### config.mk
export PLATFORM = sky130hd
export DESIGN_NAME = piso_right_tx_flat
export DESIGN_NICKNAME = d
export VERILOG_FILES = /design/src/rtl/piso_right_tx_if.sv /design/src/rtl/piso_right_tx.sv /design/src/flat_wrapper.sv
export SDC_FILE = /design/constraint.sdc
export NUM_CORES = 1
export LEC_CHECK = 0
export ABC_AREA = 1
export CORE_MARGIN = 2
export CORE_UTILIZATION = 50
export DETAILED_ROUTE_END_ITERATION = 10
export GPL_TIMING_DRIVEN = 0
export PLACE_DENSITY_LB_ADDON = 0.25
export SLEW_MARGIN = 30
export SYNTH_ARGS = -nofsm -noshare
export SYNTH_HDL_FRONTEND = slang
export SYNTH_SLANG_ARGS = --single-unit
### constraint.sdc
create_clock -name clk -period 3.3 [get_ports clk]
set_input_delay 0.825 -clock clk [delete_from_list [all_inputs] [get_ports clk]]
set_output_delay 0.825 -clock clk [all_outputs]
set_load 0.01 [all_outputs]
### src/rtl/piso_right_tx_if.sv
// Load handshake and serial-link signals of the right-shifting PISO transmitter.
// The producer/link side uses master; the transmitter itself uses slave.
interface piso_right_tx_if #(
    parameter int DW = 8
);
    logic [DW-1:0] din;
    logic          din_vld;
    logic          din_rdy;
    logic          sout;
    logic          sout_vld;
    logic          sout_last;
    logic          busy;

    modport master (
        output din, din_vld,
        input  din_rdy, sout, sout_vld, sout_last, busy
    );

    modport slave (
        input  din, din_vld,
        output din_rdy, sout, sout_vld, sout_last, busy
    );
endinterface

### src/rtl/piso_right_tx.sv
// Parallel-in serial-out transmitter: loads a DW-bit word over valid/ready
// and emits it LSB-first, one bit per enb-qualified clock.
module piso_right_tx #(
    parameter int DW = 8
) (
    input  logic           clk,
    input  logic           rst,
    input  logic           enb,
    piso_right_tx_if.slave bus
);
    localparam int            CW       = $clog2(DW);
    localparam logic [CW-1:0] LAST_CNT = CW'(DW - 1);

    typedef enum logic {
        IDLE,
        SHIFT
    } state_t;

    state_t        state_r, state_nxt;
    logic [DW-1:0] rgstr_r, rgstr_nxt;
    logic [CW-1:0] cnt_r, cnt_nxt;
    logic          last_bit;
    logic          din_rdy_c;
    logic          sout_c;
    logic          sout_vld_c;
    logic          sout_last_c;
    logic          busy_c;

    assign last_bit = (cnt_r == LAST_CNT);

    always_ff @(posedge clk or negedge rst) begin
        if (!rst) begin
            state_r <= IDLE;
            rgstr_r <= '0;
            cnt_r   <= '0;
        end else begin
            state_r <= state_nxt;
            rgstr_r <= rgstr_nxt;
            cnt_r   <= cnt_nxt;
        end
    end

    // The last bit doubles as the load slot so back-to-back frames have no gap.
    always_comb begin
        state_nxt   = state_r;
        rgstr_nxt   = rgstr_r;
        cnt_nxt     = cnt_r;
        din_rdy_c   = 1'b0;
        sout_c      = 1'b0;
        sout_vld_c  = 1'b0;
        sout_last_c = 1'b0;
        busy_c      = 1'b0;
        case (state_r)
            IDLE: begin
                din_rdy_c = 1'b1;
                if (bus.din_vld) begin
                    rgstr_nxt = bus.din;
                    cnt_nxt   = '0;
                    state_nxt = SHIFT;
                end
            end
            SHIFT: begin
                sout_c      = rgstr_r[0];
                sout_vld_c  = 1'b1;
                sout_last_c = last_bit;
                busy_c      = 1'b1;
                din_rdy_c   = last_bit & enb;
                if (enb) begin
                    if (!last_bit) begin
                        rgstr_nxt = {1'b0, rgstr_r[DW-1:1]};
                        cnt_nxt   = cnt_r + CW'(1);
                    end else if (bus.din_vld) begin
                        rgstr_nxt = bus.din;
                        cnt_nxt   = '0;
                    end else begin
                        rgstr_nxt = '0;
                        cnt_nxt   = '0;
                        state_nxt = IDLE;
                    end
                end
            end
            default: state_nxt = IDLE;
        endcase
    end

    assign bus.din_rdy   = din_rdy_c;
    assign bus.sout      = sout_c;
    assign bus.sout_vld  = sout_vld_c;
    assign bus.sout_last = sout_last_c;
    assign bus.busy      = busy_c;
endmodule

### src/flat_wrapper.sv
// flat-port wrapper written by rule: the top's interface ports become plain ports
module piso_right_tx_flat 
#(
    parameter int DW = 8
)
  (clk, rst, enb, bus_din, bus_din_vld, bus_din_rdy, bus_sout, bus_sout_vld, bus_sout_last, bus_busy);
  piso_right_tx_if #(.DW(DW)) bus_i ();
  input  logic clk;
  input  logic rst;
  input  logic enb;
  input wire logic [$bits(bus_i.din)-1:0] bus_din;
  input wire logic [$bits(bus_i.din_vld)-1:0] bus_din_vld;
  output wire logic [$bits(bus_i.din_rdy)-1:0] bus_din_rdy;
  output wire logic [$bits(bus_i.sout)-1:0] bus_sout;
  output wire logic [$bits(bus_i.sout_vld)-1:0] bus_sout_vld;
  output wire logic [$bits(bus_i.sout_last)-1:0] bus_sout_last;
  output wire logic [$bits(bus_i.busy)-1:0] bus_busy;
  assign bus_i.din = bus_din;
  assign bus_i.din_vld = bus_din_vld;
  assign bus_din_rdy = bus_i.din_rdy;
  assign bus_sout = bus_i.sout;
  assign bus_sout_vld = bus_i.sout_vld;
  assign bus_sout_last = bus_i.sout_last;
  assign bus_busy = bus_i.busy;
  piso_right_tx #(.DW(DW)) u_core (.clk(clk), .rst(rst), .enb(enb), .bus(bus_i));
endmodule
After elaboration in Yosys (flattened, before gate mapping)
Cells that the tools add are included.
Operators by class
  add/subtract/negate cells: 1
  eq/ne operators: 3
  muxes and demuxes: 17
  bitwise gates (word level): 2
  reductions and logical operators: 1
Operators with widths (number)
  two-way mux 8 bit: 4
  case mux 8 bit (2 select lines): 1
  two-way mux 3 bit: 3
  two-way mux 1 bit: 6
  case mux 3 bit (2 select lines): 1
  != test 2 bit, second input constant: 2
  case mux 1 bit (2 select lines): 2
  adder 3 x 1 -> 3 bit, second input constant: 1
  == test 3 bit, second input constant: 1
  AND reduction 2 bit: 1
  bitwise AND 1 bit: 1
  inverter 1 bit: 1
Word-level totals
  flip-flop bits (word level): 12
  output and inout bits: 5
  logic and storage cells: 27

Depth between registers and ports, before layout
Gate-level depths: netlist (run 1).
  word-level depth: 4
  gate-level depth with buffers: 7
  gate-level depth less buffers: 7

Worst setup path after synthesis (run 1)
Ideal clock, no wire load.
  kind: in2out
  start: input port enb
  end: output port bus_din_rdy
  arrival: 0.955 ns
  data required time: 2.475 ns
  setup slack: 1.520 ns
  stages: 2
  buffers on the path: 0
  cell sequence: nand2_1 nand2_1
On the way
  word-level cells in the longest chain between the ends: 2
Ends and longest elaborated chain
  from (decl): line flat_wrapper.sv:10  | input logic enb;
  bitwise AND 1 bit: line piso_right_tx.sv:67  | din_rdy_c = last_bit & enb;
  case mux 1 bit (2 select lines): line piso_right_tx.sv:53  | case (state_r)
  to (decl): line flat_wrapper.sv:13  | output wire logic [$bits(bus_i.din_rdy)-1:0] bus_din_rdy;
No other way between the ends.

Worst setup path after layout (run 1)
Same ends and word-level chain as after synthesis.

==> insert_results.sql, run 1 <==
INSERT INTO impl_metrics (metric_group, metric, value, unit) VALUES
('logic_synthesis', 'yosysUniqueCellTypes', '17', ''),
('drt', 'postRouteAntennaNets', '0', ''),
('floorplanning', 'chipHeight', '41.2', 'um'),
('sta', 'setup_viol', '0', ''),
('logic_synthesis', 'avgSynthCellArea', '7.27', 'sq um'),
('logic_synthesis', 'post_synth_instance_area', '691', 'sq um'),
('worst_setup_path', 'crit_path_top_delay_cell', 'sky130_fd_sc_hd__clkdlybuf4s50_1', ''),
('sta', 'fin_worst_skew', '2.32', 'ps'),
('sta', 'final-max-slew-violation-count', '0', ''),
('floorplanning', 'initial_utilization', '53.1', '%'),
('power_and_ir_drop', 'total_leakage_power', '0.471', 'nW'),
('worst_setup_path', 'cp_delay_by_family_top', 'buffers and inverters', ''),
('power_and_ir_drop', 'vdd_ir_drop_max', '0.269', 'mV'),
('sta', 'min_period', '2900', 'ps'),
('sta', 'slew_headroom', '62.3', '%'),
('worst_setup_path', 'critical_path.endpoint_type', 'output port', ''),
('global_route', 'grt_pass1_wl', '2.11', 'mm'),
('final_layout', 'area_added_between_synthesis_and_finish', '29.2', '%'),
('logic_synthesis', 'yosysSeqAreaShare', '43.5', '%'),
('worst_setup_path', 'critical_path_class', 'input pin to output port', ''),
('global_route', 'first_global_vias', '492', ''),
('placed_design', 'pre_cts_slack', '388', 'ps'),
('floorplanning', 'pin_count', '17', ''),
('placed_design', 'hpwl', '964', 'um'),
('global_route', 'grt_start_max_net_pins', '13', ''),
('drt', 'route.vias.total', '626', ''),
('worst_setup_path', 'crit_cells', '4', ''),
('clock_tree', 'cts_tree', 'built', ''),
('drt', 'detail_route.iter0.violations', '5', ''),
('drt', 'routed_wire_length_per_instance', '10.3', 'um'),
('floorplanning', 'floorplan.die.width', '41.2', 'um'),
('worst_setup_path', 'path_buf_inv', '2', ''),
('logic_synthesis', 'syn-num-nets', '110', ''),
('worst_setup_path', 'cp_launch_type', 'input pin', ''),
('clock_tree', 'cts_resized', '0', ''),
('global_route', 'all_layer_gr_usage', '19.1', '%'),
('drt', 'total_length_of_routed_wires', '1.32', 'mm'),
('clock_tree', 'clock-sinks', '12', ''),
('worst_setup_path', 'cell_breakdown_of_the_critical_path', 'clkdlybuf4s50_1 > nand2_1 > nand2_1 > clkdlybuf4s50_1', ''),
('clock_tree', 'clock_tree.buffer_depth', '2', ''),
('logic_synthesis', 'ys_seq_elements', '12', ''),
('final_layout', 'share_of_the_core_filled_with_cells', '68.6', '%'),
('logic_synthesis', 'synthTopCellsByArea', 'sky130_fd_sc_hd__dfrtp_1, sky130_fd_sc_hd__nor2_1, sky130_fd_sc_hd__nand2_1', ''),
('sta', 'number_of_failing_hold_endpoints_at_the_final_stage', '0', ''),
('floorplanning', 'core-area', '0.00130', 'sq mm'),
('final_layout', 'layout-drive-gt1-share', '10.5', '%'),
('outcome', 'status', 'finished, final reports clean', ''),
('final_layout', 'number_of_fillers_in_the_final_layout', '112', ''),
('global_route', 'number_of_antenna_violations_at_the_first_check_in_global_routing', '0', ''),
('floorplanning', 'fp.dieArea', '0.00169', 'sq mm'),
('final_layout', 'flip_flop_and_latch_area', '300', 'sq um'),
('logic_synthesis', 'synth_top_area_cell', 'sky130_fd_sc_hd__dfrtp_1', ''),
('power_and_ir_drop', 'power_density', '576', 'mW/mm^2'),
('placed_design', 'post_dp_cell_area', '870', 'sq um'),
('clock_tree', 'ctsHoldBuffers', '0', ''),
('sta', 'timing.final.crit_share', '88.0', '%'),
('clock_tree', 'ctsRootBufferMaster', 'sky130_fd_sc_hd__clkbuf_4', ''),
('global_route', 'overflow_left_after_global_routing', '0', ''),
('drt', 'remaining_drc_errors', '0', ''),
('sta', 'worst_pin_slew', '564', 'ps'),
('clock_tree', 'clk_transition_reported_paths', '70', 'ps'),
('final_layout', 'n_antenna_cell', '0', ''),
('clock_tree', 'cts_setup_buffers', '0', ''),
('logic_synthesis', 'netlist_instances', '95', ''),
('sta', 'final.setup.tns', '0', 'ps'),
('placed_design', 'port_buffers', '16', ''),
('worst_setup_path', 'worst-endpoint-arrival', '2080', 'ps'),
('min_path', 'hold-path-cell-count', '2', ''),
('sta', 'post-route-worst-setup-slack', '397', 'ps'),
('worst_setup_path', 'critical_path_peak_fanout', '5', ''),
('sta', 'timing.fmax', '0.344', 'GHz');
[synthesized netlist by cell type (all sizes together)]
cell type / number
nand3: 9
ha: 3
o21ai: 1
dfrtp: 12
nand2: 21
a21oi: 3
nor2: 28
nand3b: 1
o31ai: 1
inv: 13
buf: 3
[registers in the layout (all words and copies together) (netlist names)]
register	count
u_core.rgstr_r	8
u_core.cnt_r	3
u_core.state_r	1
[cells by family after synthesis]
logic type | after synthesis | synth area share [%]
DFF | 12 | 43.5
buffers and inverters | 16 | 10.5
adders and majority gates | 3 | 5.44
AOI/OAI and AO/OA | 5 | 4.53
and+or+nand+nor | 59 | 36.0
[power breakdown]
| part | switching [W] | internal, W | total, W |
|---|---|---|---|
| clock | 0.0000458 | 0.0000421 | 0.0000879 |
| sequential | 0.0000311 | 0.000199 | 0.000230 |
| combinational | 0.0000973 | 0.0000993 | 0.000197 |
| total | 0.000174 | 0.000340 | 0.000514 |
[final cells by class]
| class | count | area share, % |
|---|---|---|
| Inverter | 13 | 5.47 |
| Clock buffer | 3 | 2.52 |
| Sequential cell | 12 | 33.7 |
| Tap cell | 15 | 2.10 |
| Multi-Input combinational cell | 67 | 35.6 |
| Timing Repair Buffer | 16 | 18.0 |
| Buffer | 3 | 2.66 |
[worst register-to-register path: cells and delay by family (launching register included)]
| family | cells | cell delay, ps |
|---|---|---|
| AOI/OAI and AO/OA | 1 | 350 |
| adders and majority gates | 2 | 460 |
| DFF | 1 | 410 |
| and+or+nand+nor | 3 | 240 |
[worst paths after layout]
path / to / slack, ps / from
min in group asynchronous: u_core.rgstr_r[2] / 920 / rst
setup reg to reg: u_core.rgstr_r[4] / 1740 / u_core.cnt_r[0]
setup / recovery: bus_din_rdy / 400 / enb
max in group asynchronous: u_core.cnt_r[1] / 2010 / rst
hold / removal: u_core.cnt_r[1] / 480 / u_core.cnt_r[1]
hold reg to reg: u_core.cnt_r[1] / 480 / u_core.cnt_r[1]
[layout by cell type (no fill, tap or decap), types with 2 or more instances in the layout]
cell / Yosys / final
sky130_fd_sc_hd__nand2_2: 2 / 2
sky130_fd_sc_hd__nand2_1: 18 / 18
sky130_fd_sc_hd__clkdlybuf4s50_1: 0 / 16
sky130_fd_sc_hd__nand3_1: 9 / 9
sky130_fd_sc_hd__a21oi_1: 2 / 2
sky130_fd_sc_hd__nor2_1: 28 / 28
sky130_fd_sc_hd__dfrtp_1: 12 / 12
sky130_fd_sc_hd__inv_2: 2 / 2
sky130_fd_sc_hd__clkbuf_4: 0 / 3
sky130_fd_sc_hd__ha_1: 3 / 3
sky130_fd_sc_hd__inv_1: 11 / 11
[per-stage QoR]
step | cells | total power (W) | hold slack (ps)
after floorplan | 95 | 0.000363 | 446
after global placement | 126 | 0.000424 | 458
after detailed placement | 126 | 0.000431 | 477
after CTS | 129 | 0.000519 | 493
after global routing | 129 | 0.000563 | 523
final | 129 | 0.000514 | 484
[routing by layer]
metal / part of all wire, % / global-route usage (%) / vias to the layer above
met5: 0 / 0 / -
met4: 0 / 4.03 / 0
met3: 4.6 / 4.89 / 0
met2: 49 / 30.1 / 16
met1: 47 / 26.3 / 279
li1: - / - / 331
No activity file was read; power rests on OpenSTA's default activity.
==> run 2: changes to the inputs <==
--- a/config.mk
+++ b/config.mk
@@ -15,3 +15,4 @@
 export SYNTH_ARGS = -nofsm -noshare
 export SYNTH_HDL_FRONTEND = slang
 export SYNTH_SLANG_ARGS = --single-unit
+export TNS_END_PERCENT = 50
==> results of run 2 <==
Same layout as run 1: the final DEF is identical, and so are final timing and power.
==> run 3: changes to the inputs <==
--- a/config.mk
+++ b/config.mk
@@ -7,10 +7,11 @@
 export LEC_CHECK = 0
 export ABC_AREA = 1
 export CORE_MARGIN = 2
-export CORE_UTILIZATION = 50
+export CORE_UTILIZATION = 47
 export DETAILED_ROUTE_END_ITERATION = 10
 export GPL_TIMING_DRIVEN = 0
 export PLACE_DENSITY_LB_ADDON = 0.25
+export SETUP_SLACK_MARGIN = 0.15
 export SLEW_MARGIN = 30
 export SYNTH_ARGS = -nofsm -noshare
 export SYNTH_HDL_FRONTEND = slang
==> constraint.sdc (replaced) <==
create_clock -name clk -period 2.9 [get_ports clk]
set_input_delay 0.725 -clock clk [delete_from_list [all_inputs] [get_ports clk]]
set_output_delay 0.725 -clock clk [all_outputs]
set_load 0.01 [all_outputs]
==> run 3 against run 2 <==
Final cell count is the same. Critical path depth is the same. Clock-buffer cell count is the same. Clock power grew 18%. Via count is the same. Die area grew 5.8%. Non-clock buffer count is the same. Register-to-register slack lost 380 ps. Clock skew grew 3.1 ps. Worst setup slack lost 190 ps. Sequential power grew 14%. Global-route usage shrank 1.6 points. Critical endpoint unchanged.
==> insert_results.sql, run 3 (same netlist as run 1, synthesis figures left out) <==
INSERT INTO impl_metrics (metric_group, metric, value, unit) VALUES
('drt', 'met1Wirelength', '658', 'um'),
('global_route', 'first_global_vias', '565', ''),
('final_layout', 'flip_flop_and_latch_area', '300', 'sq um'),
('sta', 'rsz0062_at_grt', 'no', ''),
('sta', 'min_period', '2690', 'ps'),
('drt', 'detail_route.iter0.violations', '10', ''),
('drt', 'met3_wire_len', '58', 'um'),
('floorplanning', 'floorplan.die.width', '42.3', 'um'),
('final_layout', 'most-common-layout-cells', 'sky130_fd_sc_hd__nor2_1, sky130_fd_sc_hd__nand2_1, sky130_fd_sc_hd__clkdlybuf4s50_1, sky130_fd_sc_hd__dfrtp_1, sky130_fd_sc_hd__inv_1', ''),
('sta', 'setup_viol', '0', ''),
('worst_setup_path', 'critical_path.endpoint_type', 'output port', ''),
('clock_tree', 'ctsRootBufferMaster', 'sky130_fd_sc_hd__clkbuf_4', ''),
('sta', 'timing.final.crit_share', '92.7', '%'),
('final_layout', 'layout-drive-gt1-share', '10.5', '%'),
('final_layout', 'most_common_cell_after_layout_fill_and_taps_aside', 'sky130_fd_sc_hd__nor2_1', ''),
('power_and_ir_drop', 'pwr-share-comb', '37.9', '%'),
('clock_tree', 'clock_tree.buffer_depth', '2', ''),
('final_layout', 'reg_top3', 'u_core.rgstr_r x8, u_core.cnt_r x3, u_core.state_r x1', ''),
('placed_design', 'pre_cts_slack', '210', 'ps'),
('sta', 'fin_worst_skew', '5.42', 'ps'),
('drt', 'top_layer_used', 'met4', ''),
('drt', 'pre_repair_dr_iteration_count', '4', ''),
('final_layout', 'largest_register_ffs', '8', ''),
('floorplanning', 'chipHeight', '42.3', 'um'),
('global_route', 'grt_start_max_net_pins', '13', ''),
('clock_tree', 'clock-sinks', '12', ''),
('final_layout', 'area_added_between_synthesis_and_finish', '29.2', '%'),
('power_and_ir_drop', 'total_leakage_power', '0.471', 'nW'),
('sta', 'slew_headroom', '61.9', '%'),
('global_route', 'number_of_antenna_violations_at_the_first_check_in_global_routing', '0', ''),
('placed_design', 'post_dp_cell_area', '870', 'sq um'),
('power_and_ir_drop', 'internal-power', '0.000388', 'W'),
('sta', 'number_of_failing_hold_endpoints_at_the_final_stage', '0', ''),
('sta', 'timing.fmax', '0.372', 'GHz'),
('sta', 'hold_slack', '484', 'ps'),
('global_route', 'all_layer_gr_usage', '17.5', '%'),
('clock_tree', 'ctsHoldBuffers', '0', ''),
('drt', 'total_length_of_routed_wires', '1.36', 'mm'),
('outcome', 'status', 'finished, final reports clean', ''),
('sta', 'final-max-slew-violation-count', '0', ''),
('clock_tree', 'cts_tree', 'built', ''),
('worst_setup_path', 'cp_launch_type', 'input pin', ''),
('floorplanning', 'core-area', '0.00133', 'sq mm'),
('sta', 'post-route-worst-setup-slack', '212', 'ps'),
('power_and_ir_drop', 'net_sw_power', '0.000202', 'W'),
('drt', 'route.vias.total', '626', ''),
('power_and_ir_drop', 'pwr-share-clk', '17.6', '%'),
('placed_design', 'port_buffers', '16', ''),
('sta', 'final.setup.tns', '0', 'ps'),
('placed_design', 'hpwl', '1.01', 'mm'),
('global_route', 'grt_pass1_wl', '2.37', 'mm'),
('final_layout', 'multi_input_area', '318', 'sq um'),
('min_path', 'holdCritStartpoint', 'u_core.cnt_r[1]', ''),
('worst_setup_path', 'worst-endpoint-arrival', '1960', 'ps'),
('clock_tree', 'clkLatencyLatePin', '270', 'ps'),
('worst_setup_path', 'critical_path_class', 'input pin to output port', ''),
('clock_tree', 'clk_transition_reported_paths', '80', 'ps'),
('final_layout', 'number_of_fillers_in_the_final_layout', '123', ''),
('worst_setup_path', 'worstPathRequired', '2170', 'ps'),
('floorplanning', 'pin_count', '17', ''),
('floorplanning', 'fp.dieArea', '0.00179', 'sq mm'),
('flow_run', 'maxCapViolCount', '0', ''),
('clock_tree', 'cts_setup_buffers', '0', ''),
('drt', 'postRouteAntennaNets', '0', ''),
('clock_tree', 'cts.htree.levels', '1', ''),
('sta', 'worst_pin_slew', '570', 'ps'),
('clock_tree', 'cts-buffers-inserted', '3', ''),
('final_layout', 'n_antenna_cell', '0', ''),
('drt', 'avg_vias_per_cell', '4.85', ''),
('power_and_ir_drop', 'vdd_ir_drop_max', '0.376', 'mV'),
('drt', 'remaining_drc_errors', '0', ''),
('final_layout', 'registers.top_by_ff_count', 'u_core.rgstr_r', ''),
('power_and_ir_drop', 'seq_power_share', '44.5', '%'),
('global_route', 'overflow_left_after_global_routing', '0', ''),
('drt', 'detailroute.wirelength.met2', '625', 'um'),
('drt', 'routed_wire_length_per_instance', '10.6', 'um'),
('floorplanning', 'rows', '13', ''),
('min_path', 'worst_hold_path_type', 'flip-flop to flip-flop', ''),
('placed_design', 'gp_congestion', '0.748', ''),
('clock_tree', 'cts_resized', '0', ''),
('power_and_ir_drop', 'p_sw_share', '34.3', '%'),
('power_and_ir_drop', 'power_density', '662', 'mW/mm^2'),
('worst_setup_path', 'reg2reg_from', 'u_core.cnt_r[0]', ''),
('worst_setup_path', 'critical_path_peak_fanout', '5', ''),
('worst_setup_path', 'crit_path_start', 'enb', ''),
('floorplanning', 'initial_utilization', '51.8', '%'),
('final_layout', 'finish.instance_area', '892', 'sq um'),
('final_layout', 'share_of_the_core_filled_with_cells', '66.9', '%'),
('final_layout', 'nets', '131', '');
run 3: final cells by class:
type	instances	area share, %
timing repair buffer	16	18.0
sequential	12	33.7
clock buffer	3	2.52
multi-input combinational	67	35.6
inverter	13	5.47
tap	15	2.10
buffer	3	2.66
run 3: per-stage QoR:
step,power [W],std cells
2_1_floorplan,0.000413,95
3_3_place_gp,0.000481,126
3_5_place_dp,0.000493,126
4_1_cts,0.000595,129
5_1_grt,0.000637,129
6_report,0.000590,129
run 3: final timing paths:
| kind | endpoint | slack (ps) | depth (start not counted) |
|---|---|---|---|
| setup / recovery | bus_din_rdy | 210 | 4 |
| hold / removal | u_core.cnt_r[1] | 480 | 2 |
| setup reg to reg | u_core.rgstr_r[2] | 1360 | 6 |
| hold reg to reg | u_core.cnt_r[1] | 480 | 2 |
| max in group asynchronous | u_core.rgstr_r[3] | 1710 | 1 |
| min in group asynchronous | u_core.cnt_r[2] | 810 | 1 |
run 3: per-layer routing:
layer,vias to the layer above,global-route usage [%]
met3,4,2.59
met2,16,27.4
li1,328,-
met1,278,22.4
met4,0,10.6
met5,-,0
run 3: critical path: stages:
cell	delay, ps
sky130_fd_sc_hd__clkdlybuf4s50_1	570
sky130_fd_sc_hd__nand2_1	80
sky130_fd_sc_hd__nand2_1	60
sky130_fd_sc_hd__clkdlybuf4s50_1	520
run 3: power groups by stage:
stage	registers, W	clock network [W]	logic [W]
floorplan	0.000257	0	0.000155
global placement	0.000263	0	0.000217
detailed placement	0.000266	0	0.000227
CTS	0.000263	0.000104	0.000228
global route	0.000272	0.000110	0.000255
finish	0.000263	0.000104	0.000224
